### src/rtl/bsh_pipe.sv
// bsh_pipe: log2(WIDTH)-stage pipelined barrel shifter with valid/ready
// handshake. Stage k conditionally shifts by 2^k; the whole pipe advances
// as one unit whenever the output slot is empty or being drained.

// One pipeline stage: conditional shift by 2^K, registered with its beat.
module bsh_stage #(
  parameter int WIDTH = 32,
  parameter int SH_W  = 5,
  parameter int K     = 0
) (
  input  logic             clk,
  input  logic             rst_n,
  input  logic             adv,
  input  logic [WIDTH-1:0] d_in,
  input  logic [SH_W-1:0]  sh_in,
  input  logic [1:0]       mode_in,
  output logic [WIDTH-1:0] d_out,
  output logic [SH_W-1:0]  sh_out,
  output logic [1:0]       mode_out
);
  localparam int AMT = 1 << K;

  logic [WIDTH-1:0] shf;
  logic [WIDTH-1:0] nxt;

  // Shift by this stage's fixed amount; arithmetic right replicates the
  // current MSB, which earlier stages have preserved as the original sign.
  always_comb begin
    shf = d_in;
    case (mode_in)
      2'b00:   shf = d_in << AMT;
      2'b01:   shf = d_in >> AMT;
      2'b10:   shf = $signed(d_in) >>> AMT;
      default: shf = (d_in >> AMT) | (d_in << (WIDTH - AMT));
    endcase
    nxt = sh_in[K] ? shf : d_in;
  end

  // Stage register; holds on stall, cleared by reset.
  always_ff @(posedge clk or negedge rst_n) begin
    if (!rst_n) begin
      d_out    <= '0;
      sh_out   <= '0;
      mode_out <= '0;
    end else if (adv) begin
      d_out    <= nxt;
      sh_out   <= sh_in;
      mode_out <= mode_in;
    end
  end
endmodule

module bsh_pipe #(
  parameter int WIDTH = 32,
  localparam int SH_W = $clog2(WIDTH)
) (
  input  logic             clk,
  input  logic             rst_n,
  input  logic             in_valid,
  output logic             in_ready,
  input  logic [WIDTH-1:0] in_data,
  input  logic [SH_W-1:0]  in_sh,
  input  logic [1:0]       in_mode,
  output logic             out_valid,
  input  logic             out_ready,
  output logic [WIDTH-1:0] out_data,
  output logic             busy
);
  if (WIDTH < 4 || WIDTH > 256 || (WIDTH & (WIDTH - 1)) != 0) begin : g_bad_width
    $error("bsh_pipe: WIDTH must be a power of two in 4..256");
  end

  // Index 0 is the incoming beat; index k+1 is the register of stage k.
  logic [SH_W:0]            vld_pipe;
  logic [SH_W:0][WIDTH-1:0] dat_pipe;
  logic [SH_W:0][SH_W-1:0]  sh_pipe;
  logic [SH_W:0][1:0]       mode_pipe;
  logic                     adv;

  assign vld_pipe[0]  = in_valid;
  assign dat_pipe[0]  = in_data;
  assign sh_pipe[0]   = in_sh;
  assign mode_pipe[0] = in_mode;

  // Whole pipe moves together; the only backpressure source is the last slot.
  assign adv       = !vld_pipe[SH_W] || out_ready;
  assign in_ready  = adv;
  assign out_valid = vld_pipe[SH_W];
  assign out_data  = dat_pipe[SH_W];
  assign busy      = |vld_pipe[SH_W:1];

  // Valid shift register; bubbles ride along exactly like beats.
  always_ff @(posedge clk or negedge rst_n) begin
    if (!rst_n)   vld_pipe[SH_W:1] <= '0;
    else if (adv) vld_pipe[SH_W:1] <= vld_pipe[SH_W-1:0];
  end

  for (genvar k = 0; k < SH_W; k++) begin : g_stage
    bsh_stage #(.WIDTH(WIDTH), .SH_W(SH_W), .K(k)) u_stage (
      .clk      (clk),
      .rst_n    (rst_n),
      .adv      (adv),
      .d_in     (dat_pipe[k]),
      .sh_in    (sh_pipe[k]),
      .mode_in  (mode_pipe[k]),
      .d_out    (dat_pipe[k+1]),
      .sh_out   (sh_pipe[k+1]),
      .mode_out (mode_pipe[k+1])
    );
  end

  // The last stage's sh/mode have no consumer downstream.
  logic unused_tail;
  assign unused_tail = ^{sh_pipe[SH_W], mode_pipe[SH_W]};
endmodule

### config.mk
export PLATFORM = sky130hd
export DESIGN_NAME = bsh_pipe
export DESIGN_NICKNAME = d
export VERILOG_FILES = /design/src/rtl/bsh_pipe.sv
export SDC_FILE = /design/constraint.sdc
export NUM_CORES = 1
export LEC_CHECK = 0
export ABC_AREA = 1
export BUFFER_PORTS_ARGS = -buffer_cell sky130_fd_sc_hd__buf_2
export CORE_MARGIN = 8
export CORE_UTILIZATION = 50
export CTS_BUF_LIST = sky130_fd_sc_hd__clkbuf_16
export CTS_CLUSTER_DIAMETER = 40
export DETAILED_ROUTE_END_ITERATION = 12
export GPL_TIMING_DRIVEN = 0
export PLACE_DENSITY = 0.74
export SLEW_MARGIN = 0
export SYNTH_ARGS = -nofsm -noshare
export SYNTH_HDL_FRONTEND = slang
export SYNTH_SLANG_ARGS = --single-unit
### constraint.sdc
create_clock -name clk -period 1.14 [get_ports clk]
set_input_delay 0.114 -clock clk [delete_from_list [all_inputs] [get_ports clk]]
set_output_delay 0.114 -clock clk [all_outputs]
set_load 0.1 [all_outputs]
==> Implementation_results.wiki <==
{| class="wikitable"
! Metric !! Value
|-
| Post-Route Skew || between 0.01 and 0.015 ns
|-
| Largest fanout on the critical path || 2
|-
| Die Footprint || 0.02586 mm^2
|-
| Signed area change from the synthesized netlist to the final layout || 30.15%
|-
| Number of CTS-inserted buffers || 17
|-
| N_diodes || 0
|-
| Stages on the worst setup path || 6
|-
| Share of final-layout standard cells stronger than drive strength 1 || 22.92%
|-
| Post-detailed-route count of antenna-violating nets || 0
|-
| Clock tree from TritonCTS || done
|-
| Wire length of the first global-routing pass || roughly 56000 um
|-
| Master of the slowest instance on the critical path || dfrtp_4
|-
| Design Power || between 40 and 50 mW
|-
| Area fraction of the dominant cell type after synthesis || ~44%
|-
| Max_slew headroom || a little over half
|-
| Clock sink total || between 150 and 200
|-
| Setup-failing EPs final || 218
|-
| Met3 Use GR || between 4 and 5%
|-
| Number of pins with negative max-slew slack in the final report || 0
|-
| Startpoint Class || register
|-
| GR peak layer || met2
|-
| Max-cap violations || 0
|-
| CP bufs+invs || 5
|-
| Violated checks || hold timing, setup timing
|-
| Slew at the pin with the worst max-slew slack || between 0.7 and 0.8 ns
|-
| Relative contribution of combinational cells to total power || roughly 58%
|-
| Switching portion of total power || a little over 50%
|-
| Peak Freq || between 600 and 700 MHz
|-
| Synthesized area per cell || 6.735 um^2
|-
| Data required time at the worst endpoint || roughly 1.0 ns
|-
| DP Area || ~0.011 mm^2
|-
| Final HPWL DP || around 23000 um
|-
| Cell repeated most along the worst path || buf_12
|-
| Avg Vias per Cell || around 5.5
|-
| YS warnings || 0
|-
| Die boundary width || between 150 and 200 um
|-
| Worst hold margin || -0.3477 ns
|-
| Final period util || 144.8%
|-
| Internal Power || ~22 mW
|-
| Number of design rule violations left after detail routing || 0
|-
| Max VDD drop || between 1 and 1.5 mV
|-
| Pin count of the biggest net entering global routing || 107
|-
| Worst R2R Setup Slack || -0.50 ns
|-
| Post-synth top flop || dfrtp_1
|-
| Post-synthesis instance area || roughly 0.010 mm^2
|-
| Total instance count after detailed placement || 1909
|-
| Leakage power || 7.096 nW
|-
| Cell Rows || 53
|-
| GR Util met1 || between 30% and 40%
|-
| Type of element capturing the critical path || output pin
|-
| Setup total negative slack || -79.35 ns
|-
| End point of the critical path || in_ready
|-
| Drt pass-1 iters || 6
|-
| Post-synthesis register bit count || ~180
|-
| Cell taking the most area after synthesis || dfrtp_1
|-
| Post-DR wirelength/cell || between 15 and 20 um
|-
| Ordered cell list for the critical path || inv_4, nor2_4, inv_4, buf_12, buf_12, buf_12
|-
| Type of the setup path with the least slack || register to output pin
|-
| Count of cell types in the netlist || 20
|-
| Port bufs || 76
|-
| Status || finished, violations left
|-
| CTS H-tree depth || 4
|-
| Number of enable flip-flop cells after synthesis || 0
|-
| Final design instance area without fill || 0.01365 mm^2
|-
| Classification of the worst-slack hold path || input pin to asynchronous set/reset pin
|-
| Residual overflow from global routing || 0
|-
| Clock slew at reported path FFs || approximately 0.080 ns
|-
| RSZ-0062 raised after global routing || yes
|-
| Number of global-route vias before repair || ~11000
|-
| Global-route total usage across every layer || between 20% and 30%
|-
| Synth top area cells || dfrtp_1 44%, nand2_1 15%, inv_1 8.6%, nand3_1 6.4%, o21ai_0 6.0%
|-
| Worst Setup Slack, final || -0.5102 ns
|-
| Seq/Total Area, Yosys || about 44%
|-
| Cell area power density || 3258 mW/mm^2
|-
| Reg-to-Reg Start || out_valid$_DFFE_PN0P_
|-
| Total vias in the final route || 10820
|-
| Global routing met2 resource utilization || 46.01%
|-
| Leading cell type by number of instances after synthesis || nand2_1
|-
| Power share of the sequential group || between 20% and 30%
|-
| Count of endpoints failing hold in the final timing report || 77
|-
| Overall die height || 160.8 um
|-
| # fillers || 1799
|-
| Layout Cells excl Fill || between 1500 and 2000
|-
| Cells after synthesis || ~1600
|-
| Clock Tree Root || clkbuf_16
|-
| Crit path largest cell delay || roughly 0.43 ns
|-
| Count of pins on the block boundary || 78
|-
| R2R Path End || g_stage[4].u_stage.d_out[15]$_DFFE_PN0P_
|-
| Family with the most delay on the worst path || buffers and inverters
|-
| Number of hold buffers added after cts || 9
|-
| Placer congestion estimate || approximately 0.93
|-
| Number of antenna violations at the first check in global routing || 0
|-
| Switching power summed over all nets || 22.60 mW
|-
| Clock latency on the worst-skew pair || around 0.44 ns
|-
| Top post-synthesis cells by count || 411 x nand2_1, 241 x inv_1, 183 x dfrtp_1
|-
| Longest Clk Path Bufs || 2
|-
| Proportion of power drawn by the clock network || roughly 14%
|-
| Layout net count || 1736
|-
| Beginning of the critical path || out_valid$_DFFE_PN0P_
|-
| Core Box Area || approximately 0.021 mm^2
|-
| Final wirelength || between 30000 and 40000 um
|-
| Worst Reg-to-Reg Cells || 8
|-
| Initial core utilization || about 50%
|-
| Clock period minus final worst setup slack || 1.650 ns
|-
| 1st-iter DRT viols || slightly below 1000
|-
| Synth async-reset ratio || between 90% and 100%
|-
| Data arrival, critical path || 1.54 ns
|-
| Syn nets || 1600
|}
[placed cells by master (no fill, tap or decap), types with 3 or more instances in the layout]
cell type	instances
buf_8	16
clkbuf_16	27
a31oi_1	30
a21oi_1	87
clkbuf_1	17
buf_12	13
buf_6	7
nor2_4	16
dlygate4sd3_1	9
buf_2	83
nand2_1	392
o21ai_0	46
buf_16	9
nand2_4	4
clkbuf_8	13
nor2_1	134
buf_4	43
o21ai_1	45
inv_2	5
o21ai_2	50
nand2_2	15
dfrtp_1	180
inv_1	239
nand3_1	132
inv_6	3
clkbuf_2	18
inv_8	4
nor2_2	19
buf_1	3
a21oi_2	25
[layer usage]
layer / vias up / part of all wire, %
li1: 5108 / -
met5: - / 0
met2: 450 / 48
met3: 135 / 5.3
met1: 5126 / 40
met4: 0 / 6.2
[timing repair]
item                                    in CTS  in global routing
hold endpoints to repair                    85                 77
buffers inserted                            15                  5
endpoints found under the setup margin     218                218
resized for setup                          304                 87
gates cloned                                15                  1
pin swaps                                   40                  8
[worst register-to-register path, delay by kind of cell, from the launching register on]
family | cells | cell delay [ns]
buffers and inverters | 5 | 0.75
DFF | 1 | 0.49
AOI/OAI and AO/OA | 1 | 0.20
and+or+nand+nor | 2 | 0.10
[kinds of logic (layout without fill, tap and decap cells)]
logic type             Yosys count  count (layout)  share of synthesized area (%)
buffers and inverters          373             522                          14.94
AO/OA/AOI/OAI                  286             286                          14.09
flip-flops                     183             183                          43.67
AND/OR/NAND/NOR                715             715                          27.30
[final cells by class]
cell class              count  area [um^2]  share of cell area, %
well taps                 275        344.1                  2.521
repair buffers            117         1109                  8.122
multi-input cells        1001         4897                  35.88
clock inverters            15        168.9                  1.238
plain buffers             126         1181                  8.654
flip-flops and latches    183         4586                  33.60
inverters                 247        937.1                  6.867
clock buffers              17        425.4                  3.117
[per-stage QoR]
stage	worst slack [ns]	util [%]	hold slack, ns
2_1_floorplan	-0.3622	-	-0.1816
6_report	-0.5102	65.55	-0.3477
3_3_place_gp	-3.691	54.49	0.3162
3_5_place_dp	-0.5448	54.67	0.1351
4_1_cts	-0.4860	64.37	-0.3318
5_1_grt	-0.5614	65.55	-0.3034
[power by group through the flow]
stage	clock network, mW	registers [mW]	logic, mW
after detailed placement	0	12.3	20.8
after CTS	6.16	12.5	24.3
after global placement	0	12.2	20.6
after floorplan	0	11.4	16.4
final	6.16	12.6	25.7
after global routing	6.46	12.9	27.6
[how the worst min path moves through the flow]
| stage | startpoint | slack (ns) | to | cells past startpoint |
|---|---|---|---|---|
| after floorplan | rst_n | -0.18 | g_stage[0].u_stage.d_out[0]$_DFFE_PN0P_ | 0 |
| after global placement | in_sh[2] | 0.32 | g_stage[0].u_stage.sh_out[2]$_DFFE_PN0P_ | 3 |
| after detailed placement | rst_n | 0.14 | g_stage[4].u_stage.d_out[21]$_DFFE_PN0P_ | 1 |
| after CTS | rst_n | -0.33 | g_stage[4].u_stage.d_out[21]$_DFFE_PN0P_ | 1 |
| after global routing | rst_n | -0.30 | g_stage[4].u_stage.d_out[21]$_DFFE_PN0P_ | 1 |
| final | rst_n | -0.35 | g_stage[4].u_stage.d_out[21]$_DFFE_PN0P_ | 1 |
[state kept, by name, indices dropped and copies added (netlist names)]
| register | count |
|---|---|
| g_stage.u_stage.mode_out | 8 |
| g_stage.u_stage.d_out | 160 |
| vld_pipe | 4 |
| out_valid | 1 |
| g_stage.u_stage.sh_out | 10 |
(Power assumes the default switching activity.)
